==> src/rtl/req_hold_arbiter_if.sv <==
// Handshake bundle between requester agents and the hold-until-grant arbiter.
// The master side is the requester population; the slave side is the arbiter.
interface req_hold_arbiter_if #(
  parameter int N = 4
);
  localparam int OW = (N > 1) ? $clog2(N) : 1;

  logic [N-1:0]  req;
  logic [N-1:0]  gnt;
  logic [OW-1:0] owner;
  logic          busy;
  logic [N-1:0]  starve;
  logic [N-1:0]  viol;

  modport master (
    output req,
    input  gnt, owner, busy, starve, viol
  );

  modport slave (
    input  req,
    output gnt, owner, busy, starve, viol
  );
endinterface

==> src/rtl/req_hold_arbiter.sv <==
// Round-robin arbiter with hold-until-grant requests, a per-grant hold limit,
// and sticky handshake monitors for starvation and early request withdrawal.
module req_hold_arbiter #(
  parameter int N        = 4,
  parameter int MAX_WAIT = 8,
  parameter int MAX_HOLD = 4
) (
  input logic               clk,
  input logic               rst,
  req_hold_arbiter_if.slave bus
);
  localparam int OW = (N > 1) ? $clog2(N) : 1;
  localparam int HW = (MAX_HOLD > 1) ? $clog2(MAX_HOLD) : 1;
  localparam int WW = $clog2(MAX_WAIT + 1);

  typedef enum logic {IDLE, GRANT} state_t;

  state_t        state, state_nx;
  logic [OW-1:0] ptr, ptr_nx;
  logic [OW-1:0] owner_r, owner_nx;
  logic [HW-1:0] hold_cnt, hold_nx;
  logic [N-1:0]  gnt_r, gnt_nx;
  logic [N-1:0]  req_q;
  logic [N-1:0]  starve_r, viol_r;
  logic [WW-1:0] w [N];

  logic          found;
  logic [OW-1:0] pick;

  // Circular priority search: first requester at or after ptr wins.
  always_comb begin
    found = 1'b0;
    pick  = '0;
    for (int off = 0; off < N; off++) begin
      logic [OW-1:0] idx;
      idx = OW'((int'(ptr) + off) % N);
      if (!found && bus.req[idx]) begin
        found = 1'b1;
        pick  = idx;
      end
    end
  end

  // Next-state logic: grant from IDLE, release on drop or on hitting the hold limit.
  always_comb begin
    state_nx = state;
    ptr_nx   = ptr;
    owner_nx = owner_r;
    hold_nx  = hold_cnt;
    gnt_nx   = gnt_r;
    case (state)
      IDLE: begin
        gnt_nx   = '0;
        owner_nx = '0;
        if (found) begin
          state_nx = GRANT;
          owner_nx = pick;
          gnt_nx   = N'(1) << pick;
          hold_nx  = '0;
        end
      end
      GRANT: begin
        if (!bus.req[owner_r] || hold_cnt == HW'(MAX_HOLD - 1)) begin
          state_nx = IDLE;
          gnt_nx   = '0;
          owner_nx = '0;
          ptr_nx   = (owner_r == OW'(N - 1)) ? '0 : owner_r + 1'b1;
        end else begin
          hold_nx = hold_cnt + 1'b1;
        end
      end
      default: begin
        state_nx = IDLE;
        gnt_nx   = '0;
        owner_nx = '0;
      end
    endcase
  end

  // Arbitration state register.
  always_ff @(posedge clk) begin
    if (rst) begin
      state    <= IDLE;
      ptr      <= '0;
      owner_r  <= '0;
      hold_cnt <= '0;
      gnt_r    <= '0;
    end else begin
      state    <= state_nx;
      ptr      <= ptr_nx;
      owner_r  <= owner_nx;
      hold_cnt <= hold_nx;
      gnt_r    <= gnt_nx;
    end
  end

  // Handshake monitors: saturating wait counters, sticky starve and withdrawal flags.
  always_ff @(posedge clk) begin
    if (rst) begin
      req_q    <= '0;
      starve_r <= '0;
      viol_r   <= '0;
      for (int i = 0; i < N; i++) w[i] <= '0;
    end else begin
      req_q <= bus.req;
      for (int i = 0; i < N; i++) begin
        if (bus.req[i] && !gnt_r[i]) begin
          if (w[i] != WW'(MAX_WAIT)) w[i] <= w[i] + 1'b1;
          if (w[i] == WW'(MAX_WAIT - 1)) starve_r[i] <= 1'b1;
        end else begin
          w[i] <= '0;
        end
        if (req_q[i] && !bus.req[i] && !gnt_r[i]) viol_r[i] <= 1'b1;
      end
    end
  end

  assign bus.gnt    = gnt_r;
  assign bus.owner  = owner_r;
  assign bus.busy   = |gnt_r;
  assign bus.starve = starve_r;
  assign bus.viol   = viol_r;
endmodule
==> src/flat_wrapper.sv <==
// flat-port wrapper written by rule: the top's interface ports become plain ports
module req_hold_arbiter_flat 
#(
  parameter int N        = 4,
  parameter int MAX_WAIT = 8,
  parameter int MAX_HOLD = 4
)
  (clk, rst, bus_req, bus_gnt, bus_owner, bus_busy, bus_starve, bus_viol);
  req_hold_arbiter_if #(.N(N)) bus_i ();
  input logic clk;
  input logic rst;
  input wire logic [$bits(bus_i.req)-1:0] bus_req;
  output wire logic [$bits(bus_i.gnt)-1:0] bus_gnt;
  output wire logic [$bits(bus_i.owner)-1:0] bus_owner;
  output wire logic [$bits(bus_i.busy)-1:0] bus_busy;
  output wire logic [$bits(bus_i.starve)-1:0] bus_starve;
  output wire logic [$bits(bus_i.viol)-1:0] bus_viol;
  assign bus_i.req = bus_req;
  assign bus_gnt = bus_i.gnt;
  assign bus_owner = bus_i.owner;
  assign bus_busy = bus_i.busy;
  assign bus_starve = bus_i.starve;
  assign bus_viol = bus_i.viol;
  req_hold_arbiter #(.N(N), .MAX_WAIT(MAX_WAIT), .MAX_HOLD(MAX_HOLD)) u_core (.clk(clk), .rst(rst), .bus(bus_i));
endmodule
==> config.mk <==
export PLATFORM = sky130hd
export DESIGN_NAME = req_hold_arbiter_flat
export DESIGN_NICKNAME = d
export VERILOG_FILES = /design/src/rtl/req_hold_arbiter_if.sv /design/src/rtl/req_hold_arbiter.sv /design/src/flat_wrapper.sv
export SDC_FILE = /design/constraint.sdc
export NUM_CORES = 1
export LEC_CHECK = 0
export CAP_MARGIN = 25
export CELL_PAD_IN_SITES_DETAIL_PLACEMENT = 0
export CELL_PAD_IN_SITES_GLOBAL_PLACEMENT = 1
export CORE_MARGIN = 3
export CORE_UTILIZATION = 38
export DETAILED_ROUTE_END_ITERATION = 12
export PLACE_DENSITY_LB_ADDON = 0.08
export SYNTH_ARGS = -nofsm -noshare
export SYNTH_HDL_FRONTEND = slang
export SYNTH_SLANG_ARGS = --single-unit
export TNS_END_PERCENT = 5
==> constraint.sdc <==
create_clock -name clk -period 1.49 [get_ports clk]
set_input_delay 0.298 -clock clk [delete_from_list [all_inputs] [get_ports clk]]
set_output_delay 0.298 -clock clk [all_outputs]
set_load 0.02 [all_outputs]
# Yosys cells after proc, flatten, opt, wreduce, memory -nomap -nowiden
# Memories as Yosys holds them, arrays and structs flattened.
# Index checks and enable logic that the tools add are counted.
[word_totals]
regBits = 23
ramBits = 16
output_inout_bits = 15
mem_count = 1
[op_classes]
addsub = 9
magnitude_cmp = 5
eq_ne = 13
shift = 1
muxes = 69
n_bitwise = 9
n_reduce_logical = 35
[mem_list]
columns = ["memory", "depth", "word_bits", "read_ports", "rd_ports_with_merged_regs", "write_ports", "line", "rtl"]
rows = [
  ["u_core.w", 4, 4, 4, 0, 4, "req_hold_arbiter.sv:25", "logic [WW-1:0] w [N];"],
]
[ops]
columns = ["op", "n"]
rows = [
  ["two-way mux 1 bit", 41],
  ["two-way mux 4 bit", 10],
  ["two-way mux 2 bit", 9],
  ["adder 4 x 1 -> 4 bit (second input constant)", 4],
  ["== test 4 x 3 -> 1 bit (second input constant)", 4],
  ["!= test 4 bit (second input constant)", 4],
  ["logical AND 1 bit", 15],
  ["less-than comparator 2 x 3 -> 1 bit (second input constant)", 5],
  ["logical NOT 1 bit", 12],
  ["AND reduction 2 bit", 6],
  ["binary-select mux 1 bit (select 2 bit)", 5],
  ["bitwise OR 1 bit", 8],
  ["case mux 2 bit (2 select lines)", 2],
  ["case mux 4 bit (2 select lines)", 1],
  ["adder 2 x 1 -> 2 bit (second input constant)", 3],
  ["adder 2 bit (second input constant)", 2],
  ["== test 2 bit (second input constant)", 2],
  ["!= test 2 bit (second input constant)", 2],
  ["OR reduction 4 bit", 1],
  ["left shift 1 x 2 -> 4 bit (first input constant)", 1],
  ["!= test 2 x 1 -> 1 bit (second input constant)", 1],
  ["case mux 1 bit (2 select lines)", 1],
  ["logical OR 1 bit", 1],
  ["NOT 1 bit", 1],
]

# Depth between registers and ports, before layout
# Gate-level depths: netlist of the first run.
[depth]
ltp_word = 15
mapped_depth = 6
ltp_nobuf = 6

# Least setup slack after synthesis of the first run
# No wires, ideal clock.
[synth_path]
kind = "register to register"
start = "register u_core.owner_r[0], in the netlist u_core.bus.owner[0]"
end = "register u_core.ptr[0]"
arrival_ns = 1.538
required_time_ns = 1.420
slack_ns = -0.119
stages_incl_launch_ff = 6
synth_period_minus_slack_ns = 1.609
path_cell_list = "dfxtp_1 > mux2i_1 > o22ai_1 > or2_4 > or3_1 > a21oi_1"
[synth_via]
elab_chain_len = 5
elab_cells_between_ends = 8
cone_classes = "add/sub (1); eq/ne (1); mux (3); reduce/logical (3)"
[synth_rtl]
columns = ["item", "line", "rtl"]
rows = [
  ["start, declared", "req_hold_arbiter.sv:20", "logic [OW-1:0] owner_r, owner_nx;"],
  ["start signal, assigned", "req_hold_arbiter.sv:91", "owner_r <= owner_nx;"],
  ["binary-select mux 1 bit (select 2 bit)", "req_hold_arbiter.sv:63", "if (!bus.req[owner_r] || hold_cnt == HW'(MAX_HOLD - 1)) begin"],
  ["two-way mux 1 bit (not written as such)", "req_hold_arbiter.sv:63", ""],
  ["logical NOT 1 bit", "req_hold_arbiter.sv:63", ""],
  ["logical OR 1 bit", "req_hold_arbiter.sv:63", ""],
  ["AND reduction 2 bit (no source line)", "-", ""],
  ["end signal, assigned", "req_hold_arbiter.sv:90", "ptr <= ptr_nx;"],
  ["end, declared", "req_hold_arbiter.sv:19", "logic [OW-1:0] ptr, ptr_nx;"],
]
# Parallel ways exist; a longest one is shown, timed or not. The select of a mux whose other input is x is not followed.
# A chain may end at the register's enable or synchronous reset.

# Worst setup path in the final report of the first run
[layout_path]
start = "register u_core.gnt_r[2], in the netlist u_core.bus.gnt[2]"
end = "output port bus_busy"
[layout_via]
elab_chain_len = 1
[layout_rtl]
columns = ["item", "line", "rtl"]
rows = [
  ["start, declared", "req_hold_arbiter.sv:22", "logic [N-1:0] gnt_r, gnt_nx;"],
  ["start signal, assigned", "req_hold_arbiter.sv:93", "gnt_r <= gnt_nx;"],
  ["OR reduction 4 bit", "req_hold_arbiter.sv:120", "assign bus.busy = |gnt_r;"],
  ["end, declared", "flat_wrapper.sv:15", "output wire logic [$bits(bus_i.busy)-1:0] bus_busy;"],
]
# Every way passes these cells.

==> results of run 1 <==
## cells in the mapped netlist
| cell type | instances |
|---|---|
| a21boi_0 | 1 |
| o21ai_0 | 5 |
| a21oi_1 | 11 |
| nor4bb_1 | 1 |
| or2b_1 | 1 |
| nand3b_1 | 2 |
| o32a_1 | 1 |
| nand3_1 | 5 |
| or3_1 | 3 |
| nand2_1 | 14 |
| nor2_1 | 44 |
| and2_2 | 1 |
| nand4b_1 | 1 |
| mux2i_1 | 3 |
| xor2_1 | 4 |
| o22ai_1 | 1 |
| o32ai_1 | 3 |
| nor2b_1 | 9 |
| or2_2 | 1 |
| o31ai_1 | 1 |
| ha_1 | 10 |
| nand2b_1 | 5 |
| or2_4 | 1 |
| xnor2_1 | 4 |
| o211a_1 | 1 |
| inv_1 | 11 |
| nor3_1 | 4 |
| and3_1 | 2 |
| edfxtp_1 | 16 |
| or4_1 | 1 |
| dfxtp_1 | 23 |
| a22oi_1 | 2 |
| clkbuf_1 | 3 |
## sequential cells by signal (all words and copies together), names as in the netlist
signal / cells
u_core.w: 16
u_core.bus.gnt: 4
u_core.bus.starve: 4
u_core.bus.viol: 4
u_core.req_q: 4
u_core.bus.owner: 2
u_core.hold_cnt: 2
u_core.ptr: 2
u_core.state: 1
## layout make-up
class / count / area (um2)
fill: 429 / 2090
sequential: 39 / 948
multi-input combinational: 142 / 908
timing repair buffer: 44 / 359
clock buffer: 6 / 82.6
tap: 52 / 65.1
inverter: 11 / 41.3
clock inverter: 1 / 5.00
## through the flow
step           power [mW]  cell area (um2)  setup slack [ns]  hold WS, ns
6_report             2.26             2410           -0.0998        0.468
5_1_grt              2.37             2410            -0.132        0.472
4_1_cts              2.24             2340            -0.144        0.467
3_5_place_dp         1.54             2270            -0.391        0.449
3_3_place_gp         1.53             2270            -0.375        0.434
2_1_floorplan        1.37             1840            0.0373        0.377
## power groups by stage
stage / clock network, mW / registers [mW] / logic, mW
after detailed placement: 0 / 1.20 / 0.341
final: 0.725 / 1.18 / 0.354
after global routing: 0.794 / 1.18 / 0.395
after global placement: 0 / 1.20 / 0.337
after floorplan: 0 / 1.22 / 0.149
after CTS: 0.740 / 1.18 / 0.327
## timing repair
action                     in CTS  in global routing
hold endpoints to repair        0                  0
setup endpoints to repair      32                 20
pin swaps                       0                  2
gates resized for setup        25                 19
## cell families after synthesis
kind of cell	count (synthesis)	synth area share (%)
fa+ha+maj	10	6.82
simple gates	95	24.7
flops	39	51.3
mux	3	1.64
buf+inv	14	2.86
xor+xnor	8	3.82
compound gates	26	8.87
## layer usage
| metal | global-route usage (%) | up-vias | routed length, um |
|---|---|---|---|
| met2 | 20.7 | 26 | 1660 |
| met4 | 5.24 | 0 | 42 |
| met1 | 20.3 | 676 | 1910 |
| met3 | 4.88 | 6 | 154 |
| met5 | 0 | - | 0 |
| li1 | - | 758 | - |
## final timing paths
path / startpoint / to / slack (ns) / cells past startpoint
setup / recovery: u_core.bus.gnt[2] / bus_busy / -0.1 / 2
hold / removal: u_core.req_q[0] / u_core.bus.viol[0] / 0.47 / 2
setup reg to reg: u_core.bus.owner[0] / u_core.ptr[0] / -0.01 / 5
hold reg to reg: u_core.req_q[0] / u_core.bus.viol[0] / 0.47 / 2
## critical path: stages, from the launching register on
cell     delay, ns
dfxtp_1       0.31
or4_4         0.54
buf_6         0.15
==> results.json, run 1 <==
{
  "status": "finished, violations left",
  "violations": "negative setup slack",
  "post_drt_wl_per_cell_um": 12.8,
  "crit_required_ns": 1.19,
  "synth_nets": 211,
  "grt_pass1_wl_um": 6200,
  "netlist.area_leader.share_pct": 26.2,
  "clock_sinks": 39,
  "setup_viol": 2,
  "startpoint_type": "register",
  "syn_inst": 195,
  "ys_seq_area_share_pct": 51.3,
  "hold_path.class": "register to register",
  "drive_gt1_share_pct": 21.0,
  "via_count": 1466,
  "drc": 0,
  "fmax_mhz": 629,
  "crit_fanout": 2,
  "synth_area_um2": 1830,
  "cts_setup_buffers": 0,
  "grt.overflow.total": 0,
  "tritoncts": "done",
  "final_util_pct": 53.5,
  "hpwl_um": 2810,
  "worst_clock_skew_ns": 0.00785,
  "die_y_um": 75.5,
  "track_usage_pct": 14.5,
  "powerDensity_nw_per_um2": 937,
  "num_antenna_cells": 0,
  "worst_pin_slew_ns": 0.405,
  "synth_warnings": 0,
  "gp_congestion": 0.851,
  "final_hold_viol_count": 0,
  "avgViaCountPerCell": 4.97,
  "ys_types": 33,
  "routed_wl_um": 3770,
  "internal-power_mw": 1.68,
  "vdd_drop_max_uv": 434,
  "timing.slew.headroom_pct": 72.9,
  "drtPass1Iterations": 4,
  "postCtsHoldBufs": 0,
  "final_cell_mix": "nor2_1, buf_4, dfxtp_1",
  "core_area_um2": 4500,
  "path_clk_slew_ns": 0.08,
  "slew_violations": 0,
  "p_leak_nw": 1.06,
  "seq_power_share_pct": 52.2,
  "period_share_pct": 107,
  "place_inst": 288,
  "ys_seq_elements": 39,
  "row_count": 24,
  "htree_levels": 2,
  "rsz0062_at_grt": "true",
  "final_common_cell": "nor2_1",
  "area_growth_pct": 31.4,
  "drtAntennaViolNets": 0,
  "synth_top_area_cell": "edfxtp_1",
  "synth_area_per_cell_um2": 9.41,
  "cap_violations": 0,
  "pwr-share-comb_pct": 15.7,
  "grt_pass1_vias": 1325,
  "grt_start_max_net_pins": 12,
  "swShare_pct": 25.5,
  "nets": 259,
  "final_cells": 295,
  "end_kind": "primary output",
  "min_period_ns": 1.59,
  "die_w_um": 75.5,
  "yosys-top-cells-area": "edfxtp_1, dfxtp_1, nor2_1, ha_1, nor2b_1",
  "start_util_pct": 40.7,
  "root_buffer": "clkbuf_8",
  "numCtsBuffers": 5,
  "power_switching_mw": 0.576,
  "dieArea_um2": 5700,
  "p_clk_share_pct": 32.1,
  "clk_latency_ns": 0.29,
  "timing.setup.tns_ns": -0.111,
  "io_pins": 21,
  "drtIter0Drc": 31,
  "setup_ws_ns": -0.0998,
  "port_buffers": 20,
  "critPathKind": "register to primary output",
  "grt_antenna_before_repair": 0,
  "clk_path_buf_depth": 2,
  "worstPathArrival_ns": 1.29
}
(Power assumes the default switching activity.)
==> run 2, diff against run 1 <==
--- a/config.mk
+++ b/config.mk
@@ -5,7 +5,6 @@
 export SDC_FILE = /design/constraint.sdc
 export NUM_CORES = 1
 export LEC_CHECK = 0
-export CAP_MARGIN = 25
 export CELL_PAD_IN_SITES_DETAIL_PLACEMENT = 0
 export CELL_PAD_IN_SITES_GLOBAL_PLACEMENT = 1
 export CORE_MARGIN = 3
==> results of run 2 <==
No change in the layout: final DEF, timing and power equal those of run 1.
